### config.mk
export PLATFORM = sky130hd
export DESIGN_NAME = toast_muldiv_flat
export DESIGN_NICKNAME = d
export VERILOG_FILES = /design/src/rtl/toast_muldiv_if.sv /design/src/rtl/toast_muldiv.sv /design/src/flat_wrapper.sv
export SDC_FILE = /design/constraint.sdc
export NUM_CORES = 1
export LEC_CHECK = 0
export ABC_AREA = 1
export ABC_CLOCK_PERIOD_IN_PS = 5300
export BUFFER_PORTS_ARGS = -buffer_cell sky130_fd_sc_hd__buf_4
export CELL_PAD_IN_SITES_DETAIL_PLACEMENT = 1
export CELL_PAD_IN_SITES_GLOBAL_PLACEMENT = 2
export CORE_MARGIN = 3
export CORE_UTILIZATION = 34
export DETAILED_ROUTE_END_ITERATION = 8
export PLACE_DENSITY_LB_ADDON = 0.15
export SLEW_MARGIN = 20
export SYNTH_ARGS = -nofsm -noshare
export SYNTH_HDL_FRONTEND = slang
export SYNTH_SLANG_ARGS = --single-unit
### constraint.sdc
create_clock -name clk_i -period 5.3 [get_ports clk_i]
set_clock_uncertainty 0.05 [all_clocks]
set_input_delay 1.06 -clock clk_i [delete_from_list [all_inputs] [get_ports clk_i]]
set_output_delay 1.06 -clock clk_i [all_outputs]
set_load 0.01 [all_outputs]
### src/rtl/toast_muldiv_if.sv
// Handshake and operand bundle between the execute stage and the RV32M multiply/divide unit.
interface toast_muldiv_if;
  logic        start_i;
  logic [2:0]  md_op_i;
  logic [31:0] op1_i;
  logic [31:0] op2_i;
  logic        kill_i;
  logic        busy_o;
  logic        done_o;
  logic [31:0] result_o;

  modport master (
    output start_i, md_op_i, op1_i, op2_i, kill_i,
    input  busy_o, done_o, result_o
  );

  modport slave (
    input  start_i, md_op_i, op1_i, op2_i, kill_i,
    output busy_o, done_o, result_o
  );
endinterface

### src/rtl/toast_muldiv.sv
// Iterative RV32M multiply/divide: 32 shift-add or restoring-divide steps on operand magnitudes,
// sign fix-up in FIN, result registered on the FIN -> IDLE edge.
//
// state  | meaning
// S_IDLE | waiting for start_i; operands latched on accept
// S_CALC | 32 iterations of the shared 33-bit add/subtract datapath
// S_FIN  | sign correction and special-case override, result written on exit
module toast_muldiv (
  input  logic          clk_i,
  input  logic          rst_i,
  toast_muldiv_if.slave bus
);
  typedef enum logic [1:0] {S_IDLE, S_CALC, S_FIN} state_t;

  state_t      r_state, w_state_nxt;
  logic [4:0]  r_cnt;
  logic [2:0]  r_op;
  logic        r_neg1, r_neg2, r_div0, r_ovf, r_done;
  logic [31:0] r_acc, r_lo, r_b, r_result;

  logic        w_accept, w_in_div, w_sgn1, w_sgn2, w_neg1, w_neg2, w_is_div;
  logic [31:0] w_mag1, w_mag2, w_quot, w_rem, w_fin;
  logic [32:0] w_shift, w_opa, w_opb, w_sum;
  logic [63:0] w_prod, w_prod_fix;

  assign w_accept = bus.start_i & ~bus.kill_i;
  assign w_in_div = bus.md_op_i[2];
  assign w_sgn1   = w_in_div ? ~bus.md_op_i[0]
                             : (bus.md_op_i[1:0] == 2'b01) | (bus.md_op_i[1:0] == 2'b10);
  assign w_sgn2   = w_in_div ? ~bus.md_op_i[0] : (bus.md_op_i[1:0] == 2'b01);
  assign w_neg1   = w_sgn1 & bus.op1_i[31];
  assign w_neg2   = w_sgn2 & bus.op2_i[31];
  assign w_mag1   = w_neg1 ? (32'd0 - bus.op1_i) : bus.op1_i;
  assign w_mag2   = w_neg2 ? (32'd0 - bus.op2_i) : bus.op2_i;

  // Shared adder: multiply adds the multiplicand, divide subtracts the divisor from the shifted remainder
  assign w_is_div = r_op[2];
  assign w_shift  = {r_acc, r_lo[31]};
  assign w_opa    = w_is_div ? w_shift : {1'b0, r_acc};
  assign w_opb    = w_is_div ? ~{1'b0, r_b} : (r_lo[0] ? {1'b0, r_b} : 33'd0);
  assign w_sum    = w_opa + w_opb + {32'd0, w_is_div};

  assign w_prod     = {r_acc, r_lo};
  assign w_prod_fix = (r_neg1 ^ r_neg2) ? (64'd0 - w_prod) : w_prod;
  assign w_quot     = r_div0 ? 32'hFFFF_FFFF :
                      r_ovf  ? 32'h8000_0000 :
                      ((r_neg1 ^ r_neg2) ? (32'd0 - r_lo) : r_lo);
  assign w_rem      = r_ovf ? 32'd0 : (r_neg1 ? (32'd0 - r_acc) : r_acc);
  assign w_fin      = r_op[2] ? (r_op[1] ? w_rem : w_quot)
                              : ((r_op[1:0] == 2'b00) ? w_prod_fix[31:0] : w_prod_fix[63:32]);

  always_comb begin
    w_state_nxt = r_state;
    case (r_state)
      S_IDLE:  if (w_accept) w_state_nxt = S_CALC;
      S_CALC:  if (bus.kill_i) w_state_nxt = S_IDLE;
               else if (r_cnt == 5'd31) w_state_nxt = S_FIN;
      S_FIN:   w_state_nxt = S_IDLE;
      default: w_state_nxt = S_IDLE;
    endcase
  end

  always_ff @(posedge clk_i) begin
    if (rst_i) begin
      r_state  <= S_IDLE;
      r_cnt    <= 5'd0;
      r_op     <= 3'd0;
      r_neg1   <= 1'b0;
      r_neg2   <= 1'b0;
      r_div0   <= 1'b0;
      r_ovf    <= 1'b0;
      r_acc    <= 32'd0;
      r_lo     <= 32'd0;
      r_b      <= 32'd0;
      r_result <= 32'd0;
      r_done   <= 1'b0;
    end else begin
      r_state <= w_state_nxt;
      r_done  <= 1'b0;
      case (r_state)
        S_IDLE: if (w_accept) begin
          r_op   <= bus.md_op_i;
          r_neg1 <= w_neg1;
          r_neg2 <= w_neg2;
          r_acc  <= 32'd0;
          r_lo   <= w_in_div ? w_mag1 : w_mag2;
          r_b    <= w_in_div ? w_mag2 : w_mag1;
          r_cnt  <= 5'd0;
          r_div0 <= w_in_div & (bus.op2_i == 32'd0);
          r_ovf  <= w_in_div & ~bus.md_op_i[0] & (bus.op1_i == 32'h8000_0000)
                    & (bus.op2_i == 32'hFFFF_FFFF);
        end
        S_CALC: if (!bus.kill_i) begin
          r_cnt <= r_cnt + 5'd1;
          if (w_is_div) begin
            // Borrow out of the trial subtract means restore the shifted remainder
            r_acc <= w_sum[32] ? w_shift[31:0] : w_sum[31:0];
            r_lo  <= {r_lo[30:0], ~w_sum[32]};
          end else begin
            r_acc <= w_sum[32:1];
            r_lo  <= {w_sum[0], r_lo[31:1]};
          end
        end
        S_FIN: if (!bus.kill_i) begin
          r_result <= w_fin;
          r_done   <= 1'b1;
        end
        default: ;
      endcase
    end
  end

  assign bus.busy_o   = (r_state != S_IDLE);
  assign bus.done_o   = r_done;
  assign bus.result_o = r_result;
endmodule

### src/flat_wrapper.sv
// flat-port wrapper written by rule: the top's interface ports become plain ports
module toast_muldiv_flat 
  (clk_i, rst_i, bus_start_i, bus_md_op_i, bus_op1_i, bus_op2_i, bus_kill_i, bus_busy_o, bus_done_o, bus_result_o);
  toast_muldiv_if bus_i ();
  input  logic clk_i;
  input  logic rst_i;
  input wire logic [$bits(bus_i.start_i)-1:0] bus_start_i;
  input wire logic [$bits(bus_i.md_op_i)-1:0] bus_md_op_i;
  input wire logic [$bits(bus_i.op1_i)-1:0] bus_op1_i;
  input wire logic [$bits(bus_i.op2_i)-1:0] bus_op2_i;
  input wire logic [$bits(bus_i.kill_i)-1:0] bus_kill_i;
  output wire logic [$bits(bus_i.busy_o)-1:0] bus_busy_o;
  output wire logic [$bits(bus_i.done_o)-1:0] bus_done_o;
  output wire logic [$bits(bus_i.result_o)-1:0] bus_result_o;
  assign bus_i.start_i = bus_start_i;
  assign bus_i.md_op_i = bus_md_op_i;
  assign bus_i.op1_i = bus_op1_i;
  assign bus_i.op2_i = bus_op2_i;
  assign bus_i.kill_i = bus_kill_i;
  assign bus_busy_o = bus_i.busy_o;
  assign bus_done_o = bus_i.done_o;
  assign bus_result_o = bus_i.result_o;
  toast_muldiv u_core (.clk_i(clk_i), .rst_i(rst_i), .bus(bus_i));
endmodule
==> metrics.md <==
| Metric | Value |
|---|---|
| Outcome | completed |
| Count of pins on the block boundary | 105 |
| CP arrival | 4.60 ns |
| Core Rows | 80 |
| Number of detailed-route iterations in the first pass | 5 |
| Final Hold Viols | 0 |
| Post-route non-filler standard cell count | 3794 |
| Count of distinct cell types in the synthesized netlist | 48 |
| Post-placement worst setup slack | 0.691 ns |
| CTS H-tree depth | 4 |
| Worst Path Required | 5.67 ns |
| Commonest non-fill, non-tap cell in the layout | sky130_fd_sc_hd__nand2_1 |
| Root cell of the clock tree | sky130_fd_sc_hd__clkbuf_16 |
| Synthesized-area fraction occupied by xor and xnor cells | 3.66% |
| Hold Path Sink | u_core.bus.result_o[27]$_SDFFE_PP0P_ |
| Count of state elements after synthesis | 143 |
| Placed wire-length estimate | 67100 um |
| Post-route DRC | 0 |
| Synth Instances | 3159 |
| Clock tree from TritonCTS | done |
| Post-synth top flop | sky130_fd_sc_hd__dfxtp_1 |
| Power per unit of standard cell area | 207 nW/um^2 |
| Share of synthesized cell area in full adder, half adder and majority cells | 3.27% |
| Cell count of the worst reg-to-reg path | 21 |
| Cell area after layout | 18300 sq um |
| Post-detailed-route wirelength per cell | 22.5 um |
| Post-synthesis compound-gate area fraction | 16.7% |
| Simple-gate share of the synthesized area | 45.5% |
| Wire length of the first global-routing pass | 127000 um |
| Dominant combinational cell family by area after synthesis | simple AND/OR/NAND/NOR gates |
| Mean Syn Cell Area | 5.23 sq um |
| Detailed-route vias per instance | 5.49 |
| Number of antenna violations at the first check in global routing | 1 |
| CP cell instances | inv_2 > nand2_2 > nand2_1 > o21ai_0 > fa_1 > inv_1 > fa_1 > nand3_1 > nand3_2 > nand2_1 > nand2_2 > nand2_1 > nand2_2 > nand2_2 > nand2_2 > nand2_2 > nand2_2 > nand2_1 > nand3_1 > nand2_1 > a21oi_1 |
| Number of warning messages in the yosys log | 0 |
| Logic depth of the worst path, buffers included | 21 |
| Worst min path class | flop to flop |
| Category of the worst setup path launch point | flop |
| Clock-pin transition on the worst setup and hold timing paths | 0.07 ns |
| Vias in the first global route | 20.5k |
| Cts bufs inserted | 17 |
| Maximum fanout along the worst path | 32 |
| Total routing usage reported by global routing | 33.0% |
| Number of placed instances, taps included | 3760 |
| Routability-driven placement congestion ratio | 0.935 |
| Most Frequent Cell on Critical Path | sky130_fd_sc_hd__nand2_2 |
| Nets | 3277 |
| Post-route setup slack | 1.07 ns |
| Terminus of the critical flop-to-flop path | u_core.r_acc[6]$_SDFFE_PP0P_ |
| Placed Area | 17700 sq um |
| Fraction of final layout cells with drive strength greater than 1 | 6.99% |
| Leakage Power | 0.00950 uW |
| Post-Route Utilization | 38.2% |
| Resized cells post-CTS | 0 |
| Setup Buffers After CTS | 0 |
| Max Slew Vio Count | 0 |
| RSZ-0062 raised after global routing | no |
| Slew of the pin with the lowest slew margin | 1.08 ns |
| Type of the setup path with the least slack | flop to flop |
| Cell at the slowest stage of the critical path | sky130_fd_sc_hd__nand2_2 |
| Overflow left after global routing | 0 |
| Fraction of the cycle the final worst path needs | 79.8% |
| Launch point of the worst hold path | u_core.bus.result_o[27]$_SDFFE_PP0P_ |
| Fin crit period | 4.23 ns |
| Fmax | 0.236 GHz |
| Number of hold buffers added after CTS | 0 |
| Sequential fraction of the synthesis area | 17.3% |
| Core region area | 47800 sq um |
| Critical Path Sink Type | flop |
| VDD IR-drop max | 0.185 mV |
| Die outline area | 51300 sq um |
| Setup TNS | 0 ns |
| Async set-or-reset flop fraction in the synthesized netlist | 0% |
| Worst-case clock buffer depth | 2 |
| Top cell family by delay on the critical path | simple AND/OR/NAND/NOR gates |
| DIE WIDTH | 226 um |
| Netlist area before placement | 16500 sq um |
| Clk sink count | 143 |
| Vias | 20.8k |
| Post-synth EDFFs | 0 |
| Aggregate routed wire length | 85300 um |
| Max-Slew Margin vs Limit | 28.3% |
| Slack of the worst reg-to-reg path | 1.07 ns |
| Number of design-rule violations left by the first detailed-router iteration | 1840 |
| Input/output buffers | 104 |
| Vertical extent of the die | 226 um |
| Share of synthesized area spent on multiplexers | 0% |
| Launching point of the worst reg2reg path | u_core.r_op[2]$_SDFFE_PP0P_ |
| Starting Density | 34.5% |
| Delay of the slowest critical-path stage | 0.52 ns |
| Worst Hold Depth | 2 |
| Pin count of the biggest net entering global routing | 235 |
| Area growth from synthesis to layout | 10.6% |
| Clock Latency Late Sink | 0.50 ns |
| Post-synth net total | 3272 |
| Number of violations of the max-capacitance limit | 0 |
| Buf/Inv on CP | 2 |
| Total of endpoints with negative setup slack in the final report | 0 |
| Commonest non-fill, non-tap cells in the layout | sky130_fd_sc_hd__nand2_1 (1104), sky130_fd_sc_hd__inv_1 (419), sky130_fd_sc_hd__nand3_1 (308), sky130_fd_sc_hd__nor2_1 (280), sky130_fd_sc_hd__a21oi_1 (237) |
| Number of nets with antenna violations after detailed routing | 0 |
-- worst min-delay path: cells and delay by family, from the launching register on --
kind             cells  cell delay (ns)
AND/OR/NAND/NOR      1             0.06
flip-flops           1             0.31
AO/OA/AOI/OAI        1             0.06
-- worst max path at each step --
stage | start | end | slack (ns)
floorplan | u_core.r_op[2]$_SDFFE_PP0P_ | u_core.r_acc[12]$_SDFFE_PP0P_ | 1.92
CTS | u_core.r_op[2]$_SDFFE_PP0P_ | u_core.r_acc[6]$_SDFFE_PP0P_ | 0.66
global placement | u_core.r_op[2]$_SDFFE_PP0P_ | u_core.r_acc[31]$_SDFFE_PP0P_ | 0.85
finish | u_core.r_op[2]$_SDFFE_PP0P_ | u_core.r_acc[6]$_SDFFE_PP0P_ | 1.07
detailed placement | u_core.r_op[2]$_SDFFE_PP0P_ | u_core.r_acc[6]$_SDFFE_PP0P_ | 0.69
global route | u_core.r_op[2]$_SDFFE_PP0P_ | u_core.r_acc[17]$_SDFFE_PP0P_ | 0.63
-- power breakdown --
part	switching, uW	total (uW)	internal, uW
clock	603	1230	626
sequential	84.4	1200	1120
combinational	975	1350	380
-- through the flow --
step / hold slack [ns] / power [uW]
global placement: 0.402 / 2530
CTS: 0.418 / 3790
detailed placement: 0.408 / 2550
global route: 0.443 / 3990
finish: 0.416 / 3790
floorplan: 0.370 / 2040
-- layer usage --
metal  share of wire, %  global-route usage (%)
met1                 45                    44.0
met2                 47                    55.1
met3                5.8                    4.35
met4                2.9                    10.7
met5                  0                       0
-- state kept, by name, indices dropped and copies added, names as in the netlist --
name and cells:
u_core.bus.done_o 1, u_core.bus.result_o 32, u_core.r_acc 32, u_core.r_b 32
u_core.r_cnt 5, u_core.r_div0 1, u_core.r_lo 32, u_core.r_neg1 1
u_core.r_neg2 1, u_core.r_op 3, u_core.r_ovf 1, u_core.r_state 2
-- cells in the mapped netlist (4+ instances only) --
cell	count	share of area, %
sky130_fd_sc_hd__buf_2	25	0.76
sky130_fd_sc_hd__o21ai_0	192	5.8
sky130_fd_sc_hd__nand3_1	308	9.3
sky130_fd_sc_hd__nor4_1	6	0.23
sky130_fd_sc_hd__a31oi_1	20	0.76
sky130_fd_sc_hd__buf_1	25	0.57
sky130_fd_sc_hd__inv_2	5	0.11
sky130_fd_sc_hd__nor2_2	9	0.34
sky130_fd_sc_hd__nand2_2	12	0.45
sky130_fd_sc_hd__o21ai_1	6	0.18
sky130_fd_sc_hd__xnor2_1	7	0.37
sky130_fd_sc_hd__a21oi_1	237	7.2
sky130_fd_sc_hd__nand2_1	1106	25
sky130_fd_sc_hd__nor2_1	283	6.4
sky130_fd_sc_hd__nand4_1	34	1.3
sky130_fd_sc_hd__xor2_1	62	3.3
sky130_fd_sc_hd__inv_1	420	9.5
sky130_fd_sc_hd__o31ai_1	6	0.27
sky130_fd_sc_hd__dfxtp_1	143	17
sky130_fd_sc_hd__ha_1	40	3.0
sky130_fd_sc_hd__or2_2	8	0.30
sky130_fd_sc_hd__nand3b_1	13	0.59
sky130_fd_sc_hd__a21oi_2	6	0.32
sky130_fd_sc_hd__o21bai_1	4	0.18
sky130_fd_sc_hd__and3_1	4	0.15
sky130_fd_sc_hd__o211ai_1	29	1.3
sky130_fd_sc_hd__clkbuf_1	93	2.1
sky130_fd_sc_hd__nor3_1	21	0.64
sky130_fd_sc_hd__o22ai_1	4	0.15
sky130_fd_sc_hd__buf_6	4	0.27
-- kinds of logic after synthesis --
kind of cell    count (synthesis)
compound gates                514
fa+ha+maj                      42
buf+inv                       576
simple gates                 1815
xor+xnor                       69
flops                         143
-- area by class of cell --
cell class,count,area (sq um)
antenna,2,5.00
clock buffer,18,439
clock inverter,14,120
fill,6790,29600
inverter,428,1610
multi-input combinational,2440,11400
sequential,143,2870
tap,615,769
timing repair buffer,134,1020
No activity file was read; power rests on OpenSTA's default activity.
